**config.mk**
```make
export PLATFORM = sky130hd
export DESIGN_NAME = ep_rx_req
export DESIGN_NICKNAME = d
export VERILOG_FILES = /design/src/rtl/ep_rx_req.sv
export SDC_FILE = /design/constraint.sdc
export NUM_CORES = 1
export LEC_CHECK = 0
export CAP_MARGIN = 20
export CELL_PAD_IN_SITES_DETAIL_PLACEMENT = 0
export CELL_PAD_IN_SITES_GLOBAL_PLACEMENT = 2
export CORE_ASPECT_RATIO = 0.9
export CORE_MARGIN = 4
export CORE_UTILIZATION = 31
export DETAILED_ROUTE_END_ITERATION = 16
export MAX_ROUTING_LAYER = met4
export PLACE_DENSITY = 0.83
export SLEW_MARGIN = 20
export SYNTH_ARGS = -nofsm -noshare
export SYNTH_HDL_FRONTEND = slang
export SYNTH_SLANG_ARGS = --single-unit
```
**constraint.sdc**
```tcl
create_clock -name clk -period 7.1 [get_ports clk]
set_input_delay 1.775 -clock clk [delete_from_list [all_inputs] [get_ports clk]]
set_output_delay 1.775 -clock clk [all_outputs]
set_load 0.03 [all_outputs]
```
**src/rtl/ep_rx_req.sv**
```systemverilog
// TRN receive request engine: MWr32 -> write strobes, 1-DW MRd32 -> held completion request.
// Optional EP_RX_DROP_CNT_EN adds drop_cnt_o counting discarded/discontinued TLPs.
module ep_rx_req #(
    parameter int ADDR_W  = 10,
    parameter int BAR_SEL = 0
) (
    input  logic              clk,
    input  logic              rst,
    input  logic [31:0]       trn_rd,
    input  logic              trn_rsof_n,
    input  logic              trn_reof_n,
    input  logic              trn_rsrc_rdy_n,
    input  logic              trn_rsrc_dsc_n,
    input  logic [6:0]        trn_rbar_hit_n,
    output logic              trn_rdst_rdy_n,
    output logic              req_compl_o,
    input  logic              compl_done_i,
    output logic [2:0]        req_tc_o,
    output logic              req_td_o,
    output logic              req_ep_o,
    output logic [1:0]        req_attr_o,
    output logic [9:0]        req_len_o,
    output logic [15:0]       req_rid_o,
    output logic [7:0]        req_tag_o,
    output logic [7:0]        req_be_o,
    output logic [6:0]        req_addr_o,
    output logic [ADDR_W-1:0] rd_addr_o,
    output logic              wr_en_o,
    output logic [ADDR_W-1:0] wr_addr_o,
    output logic [31:0]       wr_data_o,
    output logic [7:0]        wr_be_o
`ifdef EP_RX_DROP_CNT_EN
    ,
    output logic [15:0]       drop_cnt_o
`endif
);

    typedef enum logic [2:0] {
        IDLE, RD_DW1, RD_DW2, WAIT_CPL,
        WR_DW1, WR_DW2, WR_DATA, DISCARD
    } state_t;

    localparam logic [6:0] FT_MRD32 = 7'b00_00000;
    localparam logic [6:0] FT_MWR32 = 7'b10_00000;

    state_t state, state_nxt;
    logic sof, eof, dsc, hit, accept, abort, take;
    logic [ADDR_W-1:0] cnt;

    assign sof    = ~trn_rsof_n;
    assign eof    = ~trn_reof_n;
    assign dsc    = ~trn_rsrc_dsc_n;
    assign hit    = ~trn_rbar_hit_n[BAR_SEL];
    assign accept = ~trn_rsrc_rdy_n & ~trn_rdst_rdy_n;
    // Discontinue never interrupts a read that is already waiting on its completion.
    assign abort  = dsc & (state != IDLE) & (state != WAIT_CPL);
    assign take   = accept & ~abort;

    always_ff @(posedge clk or posedge rst) begin
        if (rst) state <= IDLE;
        else     state <= state_nxt;
    end

    always_comb begin
        state_nxt = state;
        if (abort) begin
            state_nxt = IDLE;
        end else begin
            unique case (state)
                IDLE: if (accept && sof && !eof) begin
                    if (trn_rd[30:24] == FT_MRD32 && hit && trn_rd[9:0] == 10'd1)
                        state_nxt = RD_DW1;
                    else if (trn_rd[30:24] == FT_MWR32 && hit)
                        state_nxt = WR_DW1;
                    else
                        state_nxt = DISCARD;
                end
                RD_DW1:   if (accept) state_nxt = eof ? IDLE : RD_DW2;
                RD_DW2:   if (accept) state_nxt = eof ? WAIT_CPL : DISCARD;
                WAIT_CPL: if (compl_done_i) state_nxt = IDLE;
                WR_DW1:   if (accept) state_nxt = eof ? IDLE : WR_DW2;
                WR_DW2:   if (accept) state_nxt = eof ? IDLE : WR_DATA;
                WR_DATA:  if (accept && eof) state_nxt = IDLE;
                DISCARD:  if (accept && eof) state_nxt = IDLE;
            endcase
        end
    end

    always_comb begin
        trn_rdst_rdy_n = (state == WAIT_CPL);
        req_compl_o    = (state == WAIT_CPL);
    end

    always_ff @(posedge clk or posedge rst) begin
        if (rst) begin
            req_tc_o   <= '0;
            req_td_o   <= 1'b0;
            req_ep_o   <= 1'b0;
            req_attr_o <= '0;
            req_len_o  <= '0;
            req_rid_o  <= '0;
            req_tag_o  <= '0;
            req_be_o   <= '0;
            req_addr_o <= '0;
            rd_addr_o  <= '0;
            wr_be_o    <= '0;
            cnt        <= '0;
            wr_en_o    <= 1'b0;
            wr_addr_o  <= '0;
            wr_data_o  <= '0;
        end else begin
            wr_en_o <= take && (state == WR_DATA);
            if (take && state == IDLE && sof) begin
                req_tc_o   <= trn_rd[22:20];
                req_td_o   <= trn_rd[15];
                req_ep_o   <= trn_rd[14];
                req_attr_o <= trn_rd[13:12];
                req_len_o  <= trn_rd[9:0];
            end
            if (take && state == RD_DW1) begin
                req_rid_o <= trn_rd[31:16];
                req_tag_o <= trn_rd[15:8];
                req_be_o  <= trn_rd[7:0];
            end
            if (take && state == RD_DW2) begin
                req_addr_o <= {trn_rd[6:2], 2'b00};
                rd_addr_o  <= trn_rd[ADDR_W+1:2];
            end
            if (take && state == WR_DW1) wr_be_o <= trn_rd[7:0];
            if (take && state == WR_DW2) cnt <= trn_rd[ADDR_W+1:2];
            if (take && state == WR_DATA) begin
                wr_addr_o <= cnt;
                wr_data_o <= {trn_rd[7:0], trn_rd[15:8],
                              trn_rd[23:16], trn_rd[31:24]};
                cnt       <= cnt + ADDR_W'(1);
            end
        end
    end

`ifdef EP_RX_DROP_CNT_EN
    logic drop_evt;
    // A TLP already counted on entering DISCARD is not counted again if it is aborted.
    assign drop_evt = (abort && state != DISCARD)
                    || (take && state == IDLE && sof && eof)
                    || (take && state != DISCARD && state_nxt == DISCARD);

    always_ff @(posedge clk or posedge rst) begin
        if (rst) drop_cnt_o <= '0;
        else if (drop_evt && drop_cnt_o != 16'hFFFF) drop_cnt_o <= drop_cnt_o + 16'd1;
    end
`endif

endmodule

```
==> results of run 1 <==
[stage by stage]
stage	cells	hold slack, ns
floorplan	455	0.4545
global placement	787	0.4591
detailed placement	787	0.4622
CTS	819	0.4762
global route	819	0.4965
finish	819	0.4703
[cells in the final DEF, fill, tap and decap left out, drive strengths merged, types with 3 or more instances in the layout]
cell / instances
a21oi: 11
a2bb2oi: 5
and2: 3
bufinv: 4
clkbuf: 22
clkdlybuf4s50: 156
clkinv: 4
dfrtp: 123
inv: 3
mux2: 67
nand2: 135
nand3: 13
nand4: 3
nor2: 5
nor4: 3
o21a: 3
o21ai: 8
o22a: 3
o22ai: 5
[state kept, by name, indices dropped and copies added, names as in the netlist]
register,count
req_be_o,8
rd_addr_o,10
req_rid_o,16
wr_en_o,1
wr_be_o,8
req_tc_o,3
wr_addr_o,10
req_td_o,1
req_ep_o,1
state,3
req_len_o,10
wr_data_o,32
req_tag_o,8
cnt,10
req_attr_o,2
[power groups by stage]
stage	logic, mW	registers, mW	clock network (mW)
after floorplan	0.510	1.79	0
after global placement	1.81	1.24	0
after detailed placement	1.82	1.26	0
after CTS	1.82	1.25	0.955
after global routing	1.91	1.29	0.987
final	1.80	1.25	0.934
[synth_stat cells, drive strengths merged, types with 2 or more instances]
master,count
a2bb2oi,5
buf,28
dfrtp,123
o31ai,2
nor3,2
o21a,3
nand4,3
nor4,3
inv,3
and3,2
and4,2
mux2,67
nand2,135
o21ai,8
a21oi,11
and2,3
nand3,13
o22ai,5
nor2,5
and3b,2
nor2b,2
o22a,3
clkbuf,5
[cell type report]
class | count | area, sq um | area share
Tap cell | 207 | 259.0 | 0.03469
Multi-Input combinational cell | 296 | 1888 | 0.2529
Clock buffer | 22 | 484.2 | 0.06486
Inverter | 3 | 13.76 | 0.001843
Timing Repair Buffer | 158 | 1580 | 0.2117
Sequential cell | 123 | 3078 | 0.4123
Clock inverter | 10 | 162.7 | 0.02179
[worst max path at each step]
stage	startpoint	to	slack (ns)	cells after the start
floorplan	rst	cnt[0]$_DFFE_PP0P_	2.05	1
global placement	trn_rsrc_dsc_n	cnt[0]$_DFFE_PP0P_	2.64	6
detailed placement	trn_rsrc_dsc_n	cnt[0]$_DFFE_PP0P_	2.62	6
CTS	trn_rsrc_dsc_n	cnt[0]$_DFFE_PP0P_	3.04	6
global route	trn_rsrc_dsc_n	cnt[0]$_DFFE_PP0P_	2.85	6
finish	trn_rsrc_dsc_n	cnt[0]$_DFFE_PP0P_	3.10	6
[worst reg2reg max path, delay by kind of cell, from the launching register on]
family / cells / cell delay (ns)
AO/OA/AOI/OAI: 1 / 0.33
flip-flops: 1 / 0.67
AND/OR/NAND/NOR: 2 / 0.65
buffers and inverters: 1 / 0.71
multiplexers: 1 / 0.18
[per-layer routing]
layer | vias to the layer above | global-route usage
li1 | 1831 | -
met1 | 1958 | 0.2102
met2 | 110 | 0.2619
met3 | 8 | 0.05459
met4 | 0 | 0.03322
met5 | - | -
[cell families (layout without fill, tap and decap cells)]
kind of cell / after synthesis / count (layout)
AOI/OAI and AO/OA: 44 / 44
adders and majority gates: 1 / 1
buffers and inverters: 36 / 193
DFF: 123 / 123
muxes: 68 / 68
other: 1 / 2
and+or+nand+nor: 181 / 181
==> Flow_metrics.wiki, run 1 <==
{| class="wikitable"
! Metric !! Value
|-
| Post-synthesis cell type with the largest combined area || sky130_fd_sc_hd__dfrtp_1
|-
| Overall power || 3.987 mW
|-
| Fin. max-slew vios || 0
|-
| Relative contribution of combinational cells to total power || 0.452
|-
| Met3 layer wire length in the routed design || 978 um
|-
| Switching Share || 0.3878
|-
| Cell chain of the critical path || clkdlybuf4s50_1 > and3b_1 > nand2_2 > inv_2 > mux2i_1 > a221o_1
|-
| Worst IR drop on VDD || 0.0003020 V
|-
| Area overhead of the layout relative to synthesis || 44.62%
|-
| Synthesized-area fraction occupied by adder cells || 0.002424
|-
| Fin Clk Skew || 0.003964 ns
|-
| Post-Synth Simple-Gate Area || 0.1551
|-
| Number of gates resized after CTS || 0
|-
| Max_cap viols || 0
|-
| Largest stage delay on the critical path || 0.71 ns
|-
| Ys async rst share || 1.000
|-
| Netlist cell types || 48
|-
| GPL Wtd Cong || 0.8188
|-
| Destination of the worst hold path || wr_addr_o[4]$_DFFE_PP0P_
|-
| Per-cell via count in the routed design || 4.770
|-
| Number of antenna diodes || 0
|-
| Mean instance size in the synthesized netlist || 11.37 sq um
|-
| Min Clock Period, post-route || 3.996 ns
|-
| Final critical-path share of the clock period || 0.5628
|-
| Aggregate global-route resource usage || 0.1656
|-
| Warning count from the yosys run || 0
|-
| Final setup violation count || 0
|-
| Share of cell area taken by muxes after synthesis || 0.1481
|-
| Die height || 130.4 um
|-
| Site Rows || 44
|-
| Total placed instance area || 6815 sq um
|-
| Clock network fraction of design power || 0.234
|-
| Post-synth EDFFs || 0
|-
| Number of cells traversed by the worst hold path || 2
|-
| Reg-to-reg critical path startpoint || state[2]$_DFFE_PP0P_
|-
| P_sw || 1.546 mW
|-
| Reg power frac || 0.314
|-
| Quantity of hold-fixing buffers added after cts || 0
|-
| Boundary pin count || 165
|-
| Starting density of the core || 0.3179
|-
| Number of register bits inferred by synthesis || 123
|-
| Seq/Total Area, Yosys || 0.5962
|-
| Worst-Margin Slew || 1.005 ns
|-
| Combined area of all synthesized cells || 5162 sq um
|-
| Routed wire length per instance || 18.21 um
|-
| Total CTS buffers || 17
|-
| Area share of the leading cell type in the synthesized netlist || 0.5962
|-
| Detailed-placement wirelength estimate || 9891 um
|-
| Overall via count from detail_route || 3907
|-
| Clk sink count || 123
|-
| Filler cell count || 1510
|-
| Classification of the worst setup path || in2reg
|-
| Setup slack after placement || 2.617 ns
|-
| Antenna Nets Post-Route || 0
|-
| Clock input transition at the sequential cells of the worst setup and hold paths || 0.06 ns
|-
| Congestion Overflow GR || 0
|-
| Post-route worst setup slack || 3.104 ns
|-
| Crit path buf inv count || 2
|-
| First-pass GRT wire length || 23070 um
|-
| Skew-Pair Late Insertion Delay || 0.40 ns
|-
| WP data arrival || 4.28 ns
|-
| Largest delay share family, worst path || buffers and inverters
|-
| Leakage || 3.331 nW
|-
| Nature of the critical path startpoint || input port
|-
| Port-buffer cells || 156
|-
| Die width || 144.0 um
|-
| Setup repair after global routing missed its margin || no
|-
| CTS Root Cell || sky130_fd_sc_hd__clkbuf_16
|-
| Number of nets in the final layout || 646
|-
| Post-layout util || 0.4597
|-
| Synthesized-area fraction occupied by ao, oa, aoi and oai cells || 0.05720
|-
| Area of the placeable core || 16240 sq um
|-
| Total detailed-routing wirelength || 14920 um
|-
| Final design area excluding fillers || 7466 sq um
|-
| Setup crit end kind || flip-flop
|-
| Fmax || 0.2503 GHz
|-
| Flop2flop setup slack || 4.44 ns
|-
| Combinational family with the most area after synthesis || simple AND/OR/NAND/NOR gates
|-
| Power Density || 534.0 nW/um^2
|-
| Required time reported for the critical path endpoint || 7.39 ns
|-
| Fraction of layout cells with a size suffix above 1 || 0.1699
|-
| Setup Total Neg Slack || 0 ns
|-
| Status || complete, no violations
|-
| H-tree Lvls || 4
|-
| Vias in the first global route || 4104
|-
| Parity-gate share of the synthesized area counting xor and xnor cells || 0
|-
| HP Start || wr_addr_o[4]$_DFFE_PP0P_
|-
| DR iter-0 viols || 238
|-
| Highest-delay cell along the critical path || sky130_fd_sc_hd__inv_2
|-
| Number of standard cells after synthesis || 454
|-
| Commonest register cell after synthesis || sky130_fd_sc_hd__dfrtp_1
|-
| Capturing point of the worst reg2reg path || cnt[0]$_DFFE_PP0P_
|-
| Hold WC Path Type || reg2reg
|-
| Hold Fails Final Rpt || 0
|-
| Number of detailed-routing iterations run before antenna repair || 5
|-
| Clk buf depth || 2
|-
| Largest net degree at the start of global routing || 78
|-
| Cell Int Power || 2.441 mW
|-
| Relative slew margins || 0.3293
|-
| Met2 wire length || 7300 um
|-
| Top routing layer used || met4
|-
| Clock tree from TritonCTS || yes
|-
| Cells taking the most area after synthesis || sky130_fd_sc_hd__dfrtp_1, sky130_fd_sc_hd__mux2_2, sky130_fd_sc_hd__nand2_1
|-
| Critical-path maximum fanout || 52
|-
| Overall die area || 18780 sq um
|-
| Metal-1 WL || 6526 um
|-
| R2R cell count || 5
|-
| Antenna violations before repair || 0
|-
| # DRC || 0
|-
| Number of setup buffers added after CTS || 0
|}
Power figures use the tool's default switching activity.
==> inputs of run 2 (changes only) <==
--- a/config.mk
+++ b/config.mk
@@ -10,10 +10,10 @@
 export CELL_PAD_IN_SITES_GLOBAL_PLACEMENT = 2
 export CORE_ASPECT_RATIO = 0.9
 export CORE_MARGIN = 4
-export CORE_UTILIZATION = 31
+export CORE_UTILIZATION = 29
 export DETAILED_ROUTE_END_ITERATION = 16
 export MAX_ROUTING_LAYER = met4
-export PLACE_DENSITY = 0.83
+export PLACE_DENSITY = 0.78
 export SLEW_MARGIN = 20
 export SYNTH_ARGS = -nofsm -noshare
 export SYNTH_HDL_FRONTEND = slang
==> constraint.sdc (replaced) <==
create_clock -name clk -period 4 [get_ports clk]
set_input_delay 1 -clock clk [delete_from_list [all_inputs] [get_ports clk]]
set_output_delay 1 -clock clk [all_outputs]
set_load 0.03 [all_outputs]
==> run 2 against run 1 <==
Net effect: critical path depth down 3; global-route usage down 0.27 points; critical path type is now reg2out; sequential share of layout area down 0.17 points; largest cell class unchanged; core utilization down 3.3 points.
==> Flow_metrics.wiki, run 2 (same netlist as run 1, synthesis figures left out) <==
{| class="wikitable"
! Metric !! Value
|-
| Number of nets in the final layout || 653 (+1.1%)
|-
| H-tree Lvls || 4 (unchanged)
|-
| Number of detailed-routing iterations run before antenna repair || 4 (-1)
|-
| Fmax || 0.3468 GHz
|-
| Hold Fails Final Rpt || 0 (unchanged)
|-
| Largest Register || wr_data_o
|-
| Number of setup buffers added after CTS || 0 (unchanged)
|-
| Classification of the worst setup path || reg2out
|-
| Total CTS buffers || 17 (unchanged)
|-
| Crit path buf inv count || 1 (-1)
|-
| Flip-flop count of the largest register, all copies and words added || 32 (unchanged)
|-
| Setup Total Neg Slack || 0 ns (unchanged)
|-
| Largest net degree at the start of global routing || 47 (-40%)
|-
| Status || complete, no violations
|-
| Setup repair after global routing missed its margin || no
|-
| Top library cells by usage in the layout, fill and taps aside || sky130_fd_sc_hd__clkdlybuf4s50_1, sky130_fd_sc_hd__nand2_1, sky130_fd_sc_hd__dfrtp_1
|-
| Port-buffer cells || 156 (unchanged)
|-
| Post-layout util || 0.4270 (-0.03269)
|-
| Antenna Nets Post-Route || 0 (unchanged)
|-
| DR iter-0 viols || 213 (-11%)
|-
| Max_cap viols || 0 (unchanged)
|-
| Overall via count from detail_route || 3902 (-0.13%)
|-
| Required time reported for the critical path endpoint || 3.00 ns (-4.39 ns)
|-
| Worst IR drop on VDD || 0.0005053 V (+67%)
|-
| GPL Wtd Cong || 0.8059 (-1.6%)
|-
| Area overhead of the layout relative to synthesis || 45.20%
|-
| Nature of the critical path startpoint || flip-flop
|-
| Most common library cell in the layout ignoring fill and taps || sky130_fd_sc_hd__clkdlybuf4s50_1
|-
| Total detailed-routing wirelength || 14970 um (+0.37%)
|-
| Clk buf depth || 2 (unchanged)
|-
| Boundary pin count || 165 (unchanged)
|-
| Final setup violation count || 0 (unchanged)
|-
| Congestion Overflow GR || 0 (unchanged)
|-
| Highest-delay cell along the critical path || sky130_fd_sc_hd__clkdlybuf4s50_1
|-
| Hold WC Path Type || reg2reg
|-
| Aggregate global-route resource usage || 0.1628 (-0.002747)
|-
| Critical-path maximum fanout || 11 (-79%)
|-
| Min Clock Period, post-route || 2.883 ns
|-
| Area of the placeable core || 17550 sq um (+8.1%)
|-
| Leakage || 3.335 nW (+0.11%)
|-
| Antenna violations before repair || 0 (unchanged)
|-
| Skew-Pair Late Insertion Delay || 0.41 ns (about the same)
|-
| Largest stage delay on the critical path || 0.69 ns (-0.02 ns)
|-
| Per-cell via count in the routed design || 4.548 (-4.7%)
|-
| Final design area excluding fillers || 7496 sq um (+0.40%)
|-
| WP data arrival || 1.88 ns (-2.40 ns)
|-
| Fraction of layout cells with a size suffix above 1 || 0.1731 (+0.003205)
|-
| Placed Cells incl. Taps || 827 (+5.1%)
|-
| Setup crit end kind || output port
|-
| First-pass GRT wire length || 24160 um (+4.7%)
|-
| Site Rows || 46 (+4.5%)
|-
| Cell chain of the critical path || nand2_1 > nor2_1 > clkdlybuf4s50_1
|-
| Starting density of the core || 0.2941 (-0.02379)
|-
| Clk sink count || 123 (unchanged)
|-
| R2R cell count || 3 (-2)
|-
| Die height || 134.6 um (+3.2%)
|-
| Largest delay share family, worst path || buffers and inverters
|-
| Number of gates resized after CTS || 0 (unchanged)
|-
| Clock tree from TritonCTS || yes
|-
| Routed wire length per instance || 17.45 um (-4.2%)
|-
| Relative slew margins || 0.5174 (+0.1881)
|-
| Non-filler instance count after layout || 858 (+4.8%)
|-
| Worst-Margin Slew || 0.7223 ns (-0.2825 ns)
|-
| Fin Clk Skew || 0.006057 ns (+0.002093 ns)
|-
| Total number of cells along the worst setup path || 3 (-3)
|-
| Die width || 148.6 um (+3.2%)
|-
| # DRC || 0 (unchanged)
|-
| CTS Root Cell || sky130_fd_sc_hd__clkbuf_16
|-
| Clock input transition at the sequential cells of the worst setup and hold paths || 0.05 ns (about the same)
|-
| Overall die area || 20000 sq um (+6.5%)
|-
| Number of cells traversed by the worst hold path || 2 (unchanged)
|-
| Total placed instance area || 6910 sq um (+1.4%)
|-
| Power Density || 926.3 nW/um^2 (+73%)
|-
| Fin. max-slew vios || 0 (unchanged)
|-
| Final critical-path share of the clock period || 0.7209
|-
| Vias in the first global route || 4261 (+3.8%)
|-
| Overall power || 6.943 mW (+74%)
|-
| Detailed-placement wirelength estimate || 10390 um (+5.1%)
|-
| Largest registers in the final layout || wr_data_o (32), req_rid_o (16)
|-
| Quantity of hold-fixing buffers added after cts || 0 (unchanged)
|-
| Number of antenna diodes || 0 (unchanged)
|}
-- run 2: changes by cell type in the layout (fill, tap and decap cells not counted), sizes merged --
cell / delta
bufinv: -1
buf: +7
clkbuf: +1
inv: -1
-- run 2: through the flow --
| stage | worst slack (ns) | hold slack [ns] |
|---|---|---|
| finish | 1.117 | 0.4693 |
| global route | 1.004 | 0.4845 |
| CTS | 1.074 | 0.4767 |
| detailed placement | 0.7507 | 0.4638 |
| global placement | 0.8172 | 0.4600 |
| floorplan | 1.489 | 0.4545 |
-- run 2: final timing paths --
path,from,endpoint,slack (ns)
hold / removal,wr_data_o[9]$_DFFE_PP0P_,wr_data_o[9]$_DFFE_PP0P_,0.47
hold reg to reg,wr_data_o[9]$_DFFE_PP0P_,wr_data_o[9]$_DFFE_PP0P_,0.47
setup / recovery,state[1]$_DFFE_PP0P_,req_compl_o,1.12
max in group asynchronous,rst,wr_data_o[19]$_DFFE_PP0P_,2.05
min in group asynchronous,rst,wr_data_o[3]$_DFFE_PP0P_,1.07
setup reg to reg,state[1]$_DFFE_PP0P_,rd_addr_o[3]$_DFFE_PP0P_,1.77
-- run 2: layout make-up --
type / count / area, sq um
inverters: 3 / 15.01
clock inverters: 8 / 117.6
flip-flops and latches: 123 / 3078
repair buffers: 165 / 1629
fillers: 1693 / 10060
multi-input cells: 296 / 1888
clock buffers: 23 / 467.9
well taps: 240 / 300.3
-- run 2: metal layers --
layer,GRT usage,share of wire,vias up
li1,-,-,1847
met1,0.2083,0.44,1908
met2,0.2434,0.46,137
met3,0.05805,0.089,10
met4,0.05080,0.010,0
met5,-,0,-
-- run 2: report_power, final --
group | switching [mW] | internal [mW]
Clock | 0.531 | 1.00
Sequential | 0.387 | 1.82
Combinational | 1.79 | 1.40
Total | 2.71 | 4.23
-- run 2: worst register-to-register path, delay by kind of cell, from the launching register on --
kind             cells  cell delay, ns
multiplexers         1            0.45
flip-flops           1            0.57
AND/OR/NAND/NOR      2            1.08
